--- config.mk ---
export PLATFORM = sky130hd
export DESIGN_NAME = i2c_slave_regfile
export DESIGN_NICKNAME = d
export VERILOG_FILES = /design/src/rtl/i2c_pkg.sv /design/src/rtl/i2c_bus_sync.sv /design/src/rtl/i2c_slave_regfile.sv
export SDC_FILE = /design/constraint.sdc
export NUM_CORES = 1
export LEC_CHECK = 0
export BUFFER_PORTS_ARGS = -buffer_cell sky130_fd_sc_hd__buf_2
export CAP_MARGIN = 20
export CORE_UTILIZATION = 63
export DETAILED_ROUTE_END_ITERATION = 10
export GPL_ROUTABILITY_DRIVEN = 0
export HOLD_SLACK_MARGIN = 0.12
export PLACE_DENSITY_LB_ADDON = 0.2
export SYNTH_ARGS = -nofsm -noshare
export SYNTH_HDL_FRONTEND = slang
export SYNTH_HIERARCHICAL = 1
export SYNTH_SLANG_ARGS = --single-unit
--- constraint.sdc ---
create_clock -name clk -period 3.1 [get_ports clk]
set_input_delay 0.62 -clock clk [delete_from_list [all_inputs] [get_ports clk]]
set_output_delay 0.62 -clock clk [all_outputs]
set_load 0.05 [all_outputs]
--- src/rtl/i2c_pkg.sv ---
// Shared types for the I2C slave register file: FSM states, bus events and
// the ACK/NACK bus levels.
package i2c_pkg;

  typedef enum logic [3:0] {
    ST_IDLE,
    ST_ADDR,
    ST_ADDR_ACK,
    ST_PTR,
    ST_PTR_ACK,
    ST_WDATA,
    ST_WDATA_ACK,
    ST_RDATA,
    ST_RACK
  } state_e;

  typedef enum logic [1:0] {
    EV_NONE,
    EV_START,
    EV_STOP
  } bus_ev_e;

  localparam logic ACK  = 1'b0;
  localparam logic NACK = 1'b1;

endpackage

--- src/rtl/i2c_bus_sync.sv ---
// SCL/SDA synchroniser with SCL edge and START/STOP detection. Every output is
// registered, so an event appears SYNC_STAGES+1 clocks after the pin change.
module i2c_bus_sync
  import i2c_pkg::*;
#(
  parameter int SYNC_STAGES = 2
) (
  input  logic    clk,
  input  logic    rstn,
  input  logic    scl_pin,
  input  logic    sda_pin,
  output logic    scl_rise,
  output logic    scl_fall,
  output logic    sda_smp,
  output bus_ev_e bus_ev
);

  logic [SYNC_STAGES-1:0] scl_p0, sda_p0;
  logic                   scl_p1, sda_p1;
  logic                   scl_s, sda_s;

  assign scl_s = scl_p0[SYNC_STAGES-1];
  assign sda_s = sda_p0[SYNC_STAGES-1];

  always_ff @(posedge clk or negedge rstn) begin
    if (!rstn) begin
      scl_p0   <= '1;
      sda_p0   <= '1;
      scl_p1   <= 1'b1;
      sda_p1   <= 1'b1;
      scl_rise <= 1'b0;
      scl_fall <= 1'b0;
      sda_smp  <= 1'b1;
      bus_ev   <= EV_NONE;
    end else begin
      scl_p0   <= {scl_p0[SYNC_STAGES-2:0], scl_pin};
      sda_p0   <= {sda_p0[SYNC_STAGES-2:0], sda_pin};
      // stage boundary: synchronised level -> previous level and event flags
      scl_p1   <= scl_s;
      sda_p1   <= sda_s;
      scl_rise <= scl_s & ~scl_p1;
      scl_fall <= ~scl_s & scl_p1;
      sda_smp  <= sda_s;
      if (scl_s && scl_p1 && sda_p1 && !sda_s)
        bus_ev <= EV_START;
      else if (scl_s && scl_p1 && !sda_p1 && sda_s)
        bus_ev <= EV_STOP;
      else
        bus_ev <= EV_NONE;
    end
  end

endmodule

--- src/rtl/i2c_slave_regfile.sv ---
// I2C slave with a byte register file and auto-incrementing pointer.
// Optional: define I2C_GENERAL_CALL_EN to ACK the general-call address 8'h00.
module i2c_slave_regfile
  import i2c_pkg::*;
#(
  parameter logic [6:0] SLAVE_ADDR  = 7'h53,
  parameter int         NUM_REGS    = 16,
  parameter int         SYNC_STAGES = 2,
  localparam int        PTR_W       = $clog2(NUM_REGS)
) (
  input  logic             clk,
  input  logic             rstn,
  input  logic             SCL_i,
  input  logic             SDA_i,
  output logic             SDA_in_en,
  output logic             SDA_o,
  input  logic [PTR_W-1:0] host_addr,
  output logic [7:0]       host_rdata,
  output logic             wr_valid,
  output logic [PTR_W-1:0] wr_addr,
  output logic [7:0]       wr_data,
  output logic             busy,
  output logic             gc_hit
);

`ifdef I2C_GENERAL_CALL_EN
  localparam logic GC_EN = 1'b1;
`else
  localparam logic GC_EN = 1'b0;
`endif

  logic    scl_rise, scl_fall, sda;
  bus_ev_e bus_ev;

  i2c_bus_sync #(.SYNC_STAGES(SYNC_STAGES)) u_sync (
    .clk      (clk),
    .rstn     (rstn),
    .scl_pin  (SCL_i),
    .sda_pin  (SDA_i),
    .scl_rise (scl_rise),
    .scl_fall (scl_fall),
    .sda_smp  (sda),
    .bus_ev   (bus_ev)
  );

  state_e           state_q, state_n;
  logic [2:0]       bit_cnt_q, bit_cnt_n;
  logic [7:0]       shreg_q, shreg_n;
  logic [PTR_W-1:0] ptr_q, ptr_n;
  logic             ack_drv_q, ack_drv_n;
  logic             rw_q, rw_n;
  logic             sda_rel_q, sda_rel_n;
  logic             busy_n, wr_valid_n, gc_hit_n;
  logic [PTR_W-1:0] wr_addr_n;
  logic [7:0]       wr_data_n;
  logic [7:0]       byte_in, rd_byte;
  logic             gc_ok;
  logic [7:0]       regs [NUM_REGS];

  assign byte_in    = {shreg_q[6:0], sda};
  assign rd_byte    = regs[ptr_q];
  assign gc_ok      = GC_EN && (byte_in == 8'h00);
  assign host_rdata = regs[host_addr];
  assign SDA_in_en  = sda_rel_q;
  assign SDA_o      = sda_rel_q;

  always_comb begin
    state_n    = state_q;
    bit_cnt_n  = bit_cnt_q;
    shreg_n    = shreg_q;
    ptr_n      = ptr_q;
    ack_drv_n  = ack_drv_q;
    rw_n       = rw_q;
    sda_rel_n  = sda_rel_q;
    busy_n     = busy;
    wr_valid_n = 1'b0;
    gc_hit_n   = 1'b0;
    wr_addr_n  = wr_addr;
    wr_data_n  = wr_data;

    if (bus_ev == EV_STOP) begin
      state_n   = ST_IDLE;
      sda_rel_n = 1'b1;
      busy_n    = 1'b0;
      bit_cnt_n = 3'd0;
      ack_drv_n = 1'b0;
    end else if (bus_ev == EV_START) begin
      state_n   = ST_ADDR;
      sda_rel_n = 1'b1;
      bit_cnt_n = 3'd0;
      ack_drv_n = 1'b0;
    end else begin
      case (state_q)
        ST_ADDR, ST_PTR, ST_WDATA: begin
          if (scl_rise) begin
            shreg_n   = byte_in;
            bit_cnt_n = bit_cnt_q + 3'd1;
            if (bit_cnt_q == 3'd7) begin
              if (state_q == ST_ADDR) begin
                if (byte_in[7:1] == SLAVE_ADDR || gc_ok) begin
                  state_n  = ST_ADDR_ACK;
                  rw_n     = byte_in[0];
                  busy_n   = 1'b1;
                  gc_hit_n = gc_ok;
                end else begin
                  state_n = ST_IDLE;
                  busy_n  = 1'b0;
                end
              end else if (state_q == ST_PTR) begin
                ptr_n   = byte_in[PTR_W-1:0];
                state_n = ST_PTR_ACK;
              end else begin
                wr_valid_n = 1'b1;
                wr_addr_n  = ptr_q;
                wr_data_n  = byte_in;
                ptr_n      = ptr_q + PTR_W'(1);
                state_n    = ST_WDATA_ACK;
              end
            end
          end
        end

        // First SCL fall after the byte starts the ACK, the next one ends it.
        ST_ADDR_ACK, ST_PTR_ACK, ST_WDATA_ACK: begin
          if (scl_fall) begin
            if (!ack_drv_q) begin
              sda_rel_n = ACK;
              ack_drv_n = 1'b1;
            end else begin
              ack_drv_n = 1'b0;
              bit_cnt_n = 3'd0;
              sda_rel_n = 1'b1;
              if (state_q == ST_ADDR_ACK && rw_q) begin
                state_n   = ST_RDATA;
                shreg_n   = rd_byte;
                sda_rel_n = rd_byte[7];
              end else if (state_q == ST_ADDR_ACK) begin
                state_n = ST_PTR;
              end else begin
                state_n = ST_WDATA;
              end
            end
          end
        end

        // bit_cnt counts rises already sampled by the master; wraps to 0 after 8.
        ST_RDATA: begin
          if (scl_rise) begin
            bit_cnt_n = bit_cnt_q + 3'd1;
          end else if (scl_fall) begin
            if (bit_cnt_q == 3'd0) begin
              state_n   = ST_RACK;
              sda_rel_n = 1'b1;
              ack_drv_n = 1'b0;
            end else begin
              sda_rel_n = shreg_q[3'd7 - bit_cnt_q];
            end
          end
        end

        ST_RACK: begin
          if (scl_rise) begin
            ptr_n = ptr_q + PTR_W'(1);
            if (sda == NACK)
              state_n = ST_IDLE;
            else
              ack_drv_n = 1'b1;
          end else if (scl_fall && ack_drv_q) begin
            ack_drv_n = 1'b0;
            state_n   = ST_RDATA;
            shreg_n   = rd_byte;
            sda_rel_n = rd_byte[7];
            bit_cnt_n = 3'd0;
          end
        end

        default: ;
      endcase
    end
  end

  always_ff @(posedge clk or negedge rstn) begin
    if (!rstn) begin
      state_q   <= ST_IDLE;
      bit_cnt_q <= 3'd0;
      shreg_q   <= 8'h00;
      ptr_q     <= '0;
      ack_drv_q <= 1'b0;
      rw_q      <= 1'b0;
      sda_rel_q <= 1'b1;
      busy      <= 1'b0;
      wr_valid  <= 1'b0;
      gc_hit    <= 1'b0;
      wr_addr   <= '0;
      wr_data   <= 8'h00;
    end else begin
      state_q   <= state_n;
      bit_cnt_q <= bit_cnt_n;
      shreg_q   <= shreg_n;
      ptr_q     <= ptr_n;
      ack_drv_q <= ack_drv_n;
      rw_q      <= rw_n;
      sda_rel_q <= sda_rel_n;
      busy      <= busy_n;
      wr_valid  <= wr_valid_n;
      gc_hit    <= gc_hit_n;
      wr_addr   <= wr_addr_n;
      wr_data   <= wr_data_n;
    end
  end

  always_ff @(posedge clk or negedge rstn) begin
    if (!rstn) begin
      for (int i = 0; i < NUM_REGS; i++) regs[i] <= 8'h00;
    end else if (wr_valid_n) begin
      regs[wr_addr_n] <= wr_data_n;
    end
  end

endmodule

* Word level (Yosys, flattened, before mapping)
Index checks and enable logic that the tools add are counted.
Word-level totals: output and inout port bits 25, input port bits 8, register bits 174
Cells by class: mux-type cells 102, add/subtract/negate cells 3, order comparisons 5, eq/ne operators 35, reduce and logical (&&, ||, !) cells 31, bitwise logic cells 9
Operator list (number):
- 2-to-1 mux 8 bit | 18
- bitwise mux 128 bit | 1
- 2-to-1 mux 4 bit | 25
- binary-select mux 8 bit (select 4 bit) | 2
- 2-to-1 mux 1 bit | 35
- demux 8 bit (select 4 bit) | 1
- 2-to-1 mux 3 bit | 9
- inequality test 4 bit (second input constant) | 6
- case mux 8 bit (3 select lines) | 1
- AND reduction 7 bit | 3
- equality test 4 x 3 -> 1 bit (second input constant) | 4
- case mux 4 bit (4 select lines) | 1
- >= comparator 5 bit (second input constant) | 3
- NOT 4 -> 5 bit | 3
- inequality test 2 bit (second input constant) | 7
- inequality test 4 x 3 -> 1 bit (second input constant) | 3
- AND reduction 6 bit | 2
- inequality test 5 bit (second input constant) | 2
- AND reduction 10 bit | 1
- nonzero test 2 bit | 5
- nonzero test 5 bit | 2
- case mux 3 bit (3 select lines) | 1
- AND reduction 9 bit | 1
- equality test 4 x 2 -> 1 bit (second input constant) | 2
- 28 further kinds | 47

* Logic depth before layout (Yosys ltp)
depth in word-level cells 14, mapped depth 12, mapped depth without buffers 9

* Modules after synthesis
Netlist, hierarchy kept.
Modules (own cells, without submodules):
- i2c_slave_regfile | cells an instance 813, times used 1, area an instance 9103.7 µm²
- i2c_bus_sync | cells an instance 14, times used 1, area an instance 290.3 µm²

* Worst setup path before layout
OpenSTA, ideal clock, no wires.
kind input to output, start point in host_addr[0], end point out host_rdata[0], required time 2.480 ns, stages 4, arrival 2.292 ns, setup slack 0.188 ns, cells stage by stage clkbuf_1 buf_2 mux4_2 mux4_2
On the way: word-level cells in the longest chain between the ends 4
RTL lines:
- from (decl) | line i2c_slave_regfile.sv:17 | input logic [PTR_W-1:0] host_addr,
- NOT 4 -> 5 bit (not written as such) | line i2c_slave_regfile.sv:63 | assign host_rdata = regs[host_addr];
- binary-select mux 8 bit (select 4 bit) | line i2c_slave_regfile.sv:63
- 2-to-1 mux 8 bit (not written as such) (2 in a row) | line i2c_slave_regfile.sv:63
- to (decl) | line i2c_slave_regfile.sv:18 | output logic [7:0] host_rdata,
No other way between the ends. The select of a mux whose other input is x is not followed.

* Worst setup path in the final report
start point in host_addr[0], end point out host_rdata[1]
The elaborated chain is that of the path after synthesis.

==> metrics.csv <==
stage,metric,value,unit
logic_synthesis,average size of a mapped cell,11.4,sq um
logic_synthesis,dominant cell by count in the synthesized netlist,sky130_fd_sc_hd__dfrtp_1,
die,die footprint,0.0154,sq mm
cts,register clock-pin slew on the reported worst setup and hold paths,0.06,ns
logic_synthesis,asr flop ratio synth,100,%
cts,largest buffer count on any clock path,2,
cts,TritonCTS clock tree,yes,
timing,max-slew headroom at the worst pin,43.4,%
cts,cell at the root of the clock tree,sky130_fd_sc_hd__clkbuf_16,
run_status,result of the run,finished clean,
global_route,first-pass GRT wire length,36.4,mm
global_route,global route total overflow,0,
timing,Setup Viol. Count Final,0,
logic_synthesis,net count of the mapped netlist,841,
drt,detail-routed net length per standard cell,22.0,um
cells_and_area,share of layout cells above drive strength 1,27.9,%
cells_and_area,number of antenna cells inserted,0,
place,setup slack at placement,0.187,ns
power,worst IR drop on VDD,0.000423,V
logic_synthesis,netlist area before placement,0.00939,sq mm
worst_setup_path,data arrival time of the critical path,2.28,ns
drt,first-iteration detailed-routing DRC count,852,
worst_setup_path,launch instance of the worst register-to-register path,u_sync/bus_ev[0],
worst_setup_path,R2R cell count,10,
place,Detail Placement HPWL,15.2,mm
cts,total CTS buffers,17,
die,site row count,44,
logic_synthesis,predominant post-synthesis flop cell,sky130_fd_sc_hd__dfrtp_1,
logic_synthesis,portion of synthesized cell area occupied by the leading cell type,44.5,%
global_route,via count of the first global-routing pass,6778,
drt,number of nets still failing antenna checks after routing,0,
drt,drt pass-1 iters,5,
cts,"Setup Fix Bufs, Post-CTS",0,
drt,total number of vias,6837,
cts,CTS Sinks,174,
cells_and_area,growth of design area from synthesis to finish,8.80,%
logic_synthesis,number of flops mapped to enable cells by yosys,0,
timing,Worst Clk Skew,0.00929,ns
place,Port Buffer Count,31,
timing,ratio of final minimum period to clock period,93.6,%
global_route,met2 demand-to-capacity share in global routing,51.6,%
worst_setup_path,destination of the worst register-to-register timing path,regs[89],
cts,H-tree levels,4,
drt,drc violations,0,
worst_setup_path,CP Data Required Time,2.48,ns
hold_path,min-delay worst type,in2async,
die,vertical die dimension,124,um
global_route,maximum number of pins on one net before global-route repair,65,
logic_synthesis,Synth Warn #,6,
logic_synthesis,biggest area contributors in the synthesized netlist,"sky130_fd_sc_hd__dfrtp_1 (44%), sky130_fd_sc_hd__mux4_2 (19%), sky130_fd_sc_hd__nand2_1 (6.0%)",
logic_synthesis,sequential fraction of the synthesis area,46.4,%
die,initial cell density of the core,64.6,%
cts,clock network latency to the later pin of the worst-skew pair,0.43,ns
timing,max-slew violation total from the final report,0,
logic_synthesis,dominant cell type by area after synthesis,sky130_fd_sc_hd__dfrtp_1,
logic_synthesis,"FF+latch count, synth",174,
global_route,antenna violations before repair,0,
die,IO Pins,33,
die,placeable core region,0.0145,sq mm
timing,setup TNS,0,ns
cells_and_area,number of fill cells in the layout,1007,
drt,total wire length after detailed routing,22.7,mm
die,Die Wd,124,um
power,cell leakage power,4.30,nW
cts,# hold bufs at CTS,0,
global_route,met3 Usage GRT,7.83,%
global_route,met1 Use GR,43.1,%
timing,worst slew pin tran,0.849,ns
power,power density of the placed cells,615,mW/mm^2
drt,vias per std cell,6.63,
worst_setup_path,Critical Path End Type,output pin,
timing,hold violation count in the final report,0,
worst_setup_path,startpoint class of the critical path,primary input,
timing,highest achievable clock rate,345,MHz
timing,final critical path time including I/O delays and setup,2.90,ns
cts,number of gates resized after cts,0,
timing,RSZ-0062 raised after global routing,no,
worst_setup_path,Register-to-Register Setup Slack,0.27,ns
logic_synthesis,Mapped Cells,827,
timing,worst setup slack after layout,0.198,ns
worst_setup_path,Max Fanout on Critical Path,32,
worst_setup_path,type of the worst setup path,in2out,
logic_synthesis,Synth top cells by count,"sky130_fd_sc_hd__dfrtp_1 (167), sky130_fd_sc_hd__nand2_1 (150), sky130_fd_sc_hd__o21ai_1 (94), sky130_fd_sc_hd__mux4_2 (80), sky130_fd_sc_hd__nor2_1 (38)",
global_route,GRT Resource Usage Total,32.5,%
cells_and_area,count of nets after finishing,848,
logic_synthesis,distinct cell type count of the synthesized netlist,68,
global_route,gr busiest metal,met2,
flow_run,maximum capacitance violations,0,
-- per-layer routing --
metal / vias to the layer above / wire [um]
met5: - / 0
met4: 0 / 731
met3: 55 / 1740
met2: 328 / 11200
met1: 3430 / 8990
li1: 3024 / -
-- sequential cells by signal (all words and copies together), names as in the netlist --
signal           cells
ptr_q                4
u_sync/scl_fall      1
u_sync/sda_p1        1
wr_data              8
state_q              4
bit_cnt_q            3
busy                 1
SDA_in_en            1
shreg_q              8
u_sync/scl_p1        1
u_sync/scl_p0        2
u_sync/sda_p0        2
rw_q                 1
ack_drv_q            1
wr_valid             1
u_sync/bus_ev        2
u_sync/scl_rise      1
wr_addr              4
regs               128
-- final cells by class --
cell class / count / area (sq um) / share of cell area (%)
clock inverter: 11 / 104 / 1.02
clock buffer: 21 / 470 / 4.60
sequential: 174 / 4360 / 42.7
timing repair buffer: 56 / 399 / 3.90
multi-input combinational: 567 / 4580 / 44.9
tap: 184 / 230 / 2.25
inverter: 18 / 68.8 / 0.673
-- worst max path at each step --
stage | from | to | slack [ns] | depth (start not counted)
6_report | host_addr[0] | host_rdata[1] | 0.20 | 5
5_1_grt | u_sync/bus_ev[0] | regs[90] | 0.09 | 10
4_1_cts | host_addr[0] | host_rdata[1] | 0.19 | 5
3_5_place_dp | host_addr[0] | host_rdata[1] | 0.19 | 5
3_3_place_gp | host_addr[0] | host_rdata[1] | 0.22 | 5
2_1_floorplan | host_addr[0] | host_rdata[0] | 0.19 | 4
-- layout by cell type (no fill, tap or decap), types with 11 or more instances in the layout --
cell	instances
sky130_fd_sc_hd__a31oi_1	11
sky130_fd_sc_hd__o21ai_1	94
sky130_fd_sc_hd__buf_2	30
sky130_fd_sc_hd__nand3_1	11
sky130_fd_sc_hd__o21ai_0	17
sky130_fd_sc_hd__inv_1	15
sky130_fd_sc_hd__buf_4	21
sky130_fd_sc_hd__mux4_2	80
sky130_fd_sc_hd__o21ai_2	16
sky130_fd_sc_hd__nand2_1	150
sky130_fd_sc_hd__nand2_2	16
sky130_fd_sc_hd__clkbuf_16	17
sky130_fd_sc_hd__dfrtp_1	166
sky130_fd_sc_hd__nor2_1	38
sky130_fd_sc_hd__a21oi_1	28
-- cell families (layout without fill, tap and decap cells) --
kind of cell    after synthesis  in the layout  synth area share [%]
xor+xnor                      1              1                0.0933
buf+inv                      86            106                  4.75
mux                          98             98                  22.2
compound gates              190            190                  11.8
flops                       174            174                  46.4
other cells                   1              1                0.0399
simple gates                270            270                  13.7
fa+ha+maj                     7              7                 0.906
-- per-stage QoR --
step	instance area, sq um	utilization (%)	power, W	hold WS (ns)	std cells
CTS	10200	70.3	0.00628	0.209	1031
global placement	9650	66.4	0.00414	0.345	999
global route	10200	70.3	0.00658	0.225	1031
finish	10200	70.3	0.00629	0.186	1031
detailed placement	9650	66.4	0.00420	0.350	999
floorplan	9390	-	0.00384	0.324	827
-- power breakdown --
part           switching (W)  leakage [nW]  internal (W)
registers           0.000211          2.37       0.00241
logic               0.000944          1.64      0.000632
clock network       0.000912         0.286       0.00118
total                0.00207          4.30       0.00422
-- critical path, cell delays in order --
cell and delay (ns):
sky130_fd_sc_hd__buf_2 0.10, sky130_fd_sc_hd__buf_12 0.25, sky130_fd_sc_hd__mux4_2 0.56, sky130_fd_sc_hd__mux4_2 0.50
sky130_fd_sc_hd__buf_2 0.24
(Power assumes the default switching activity.)
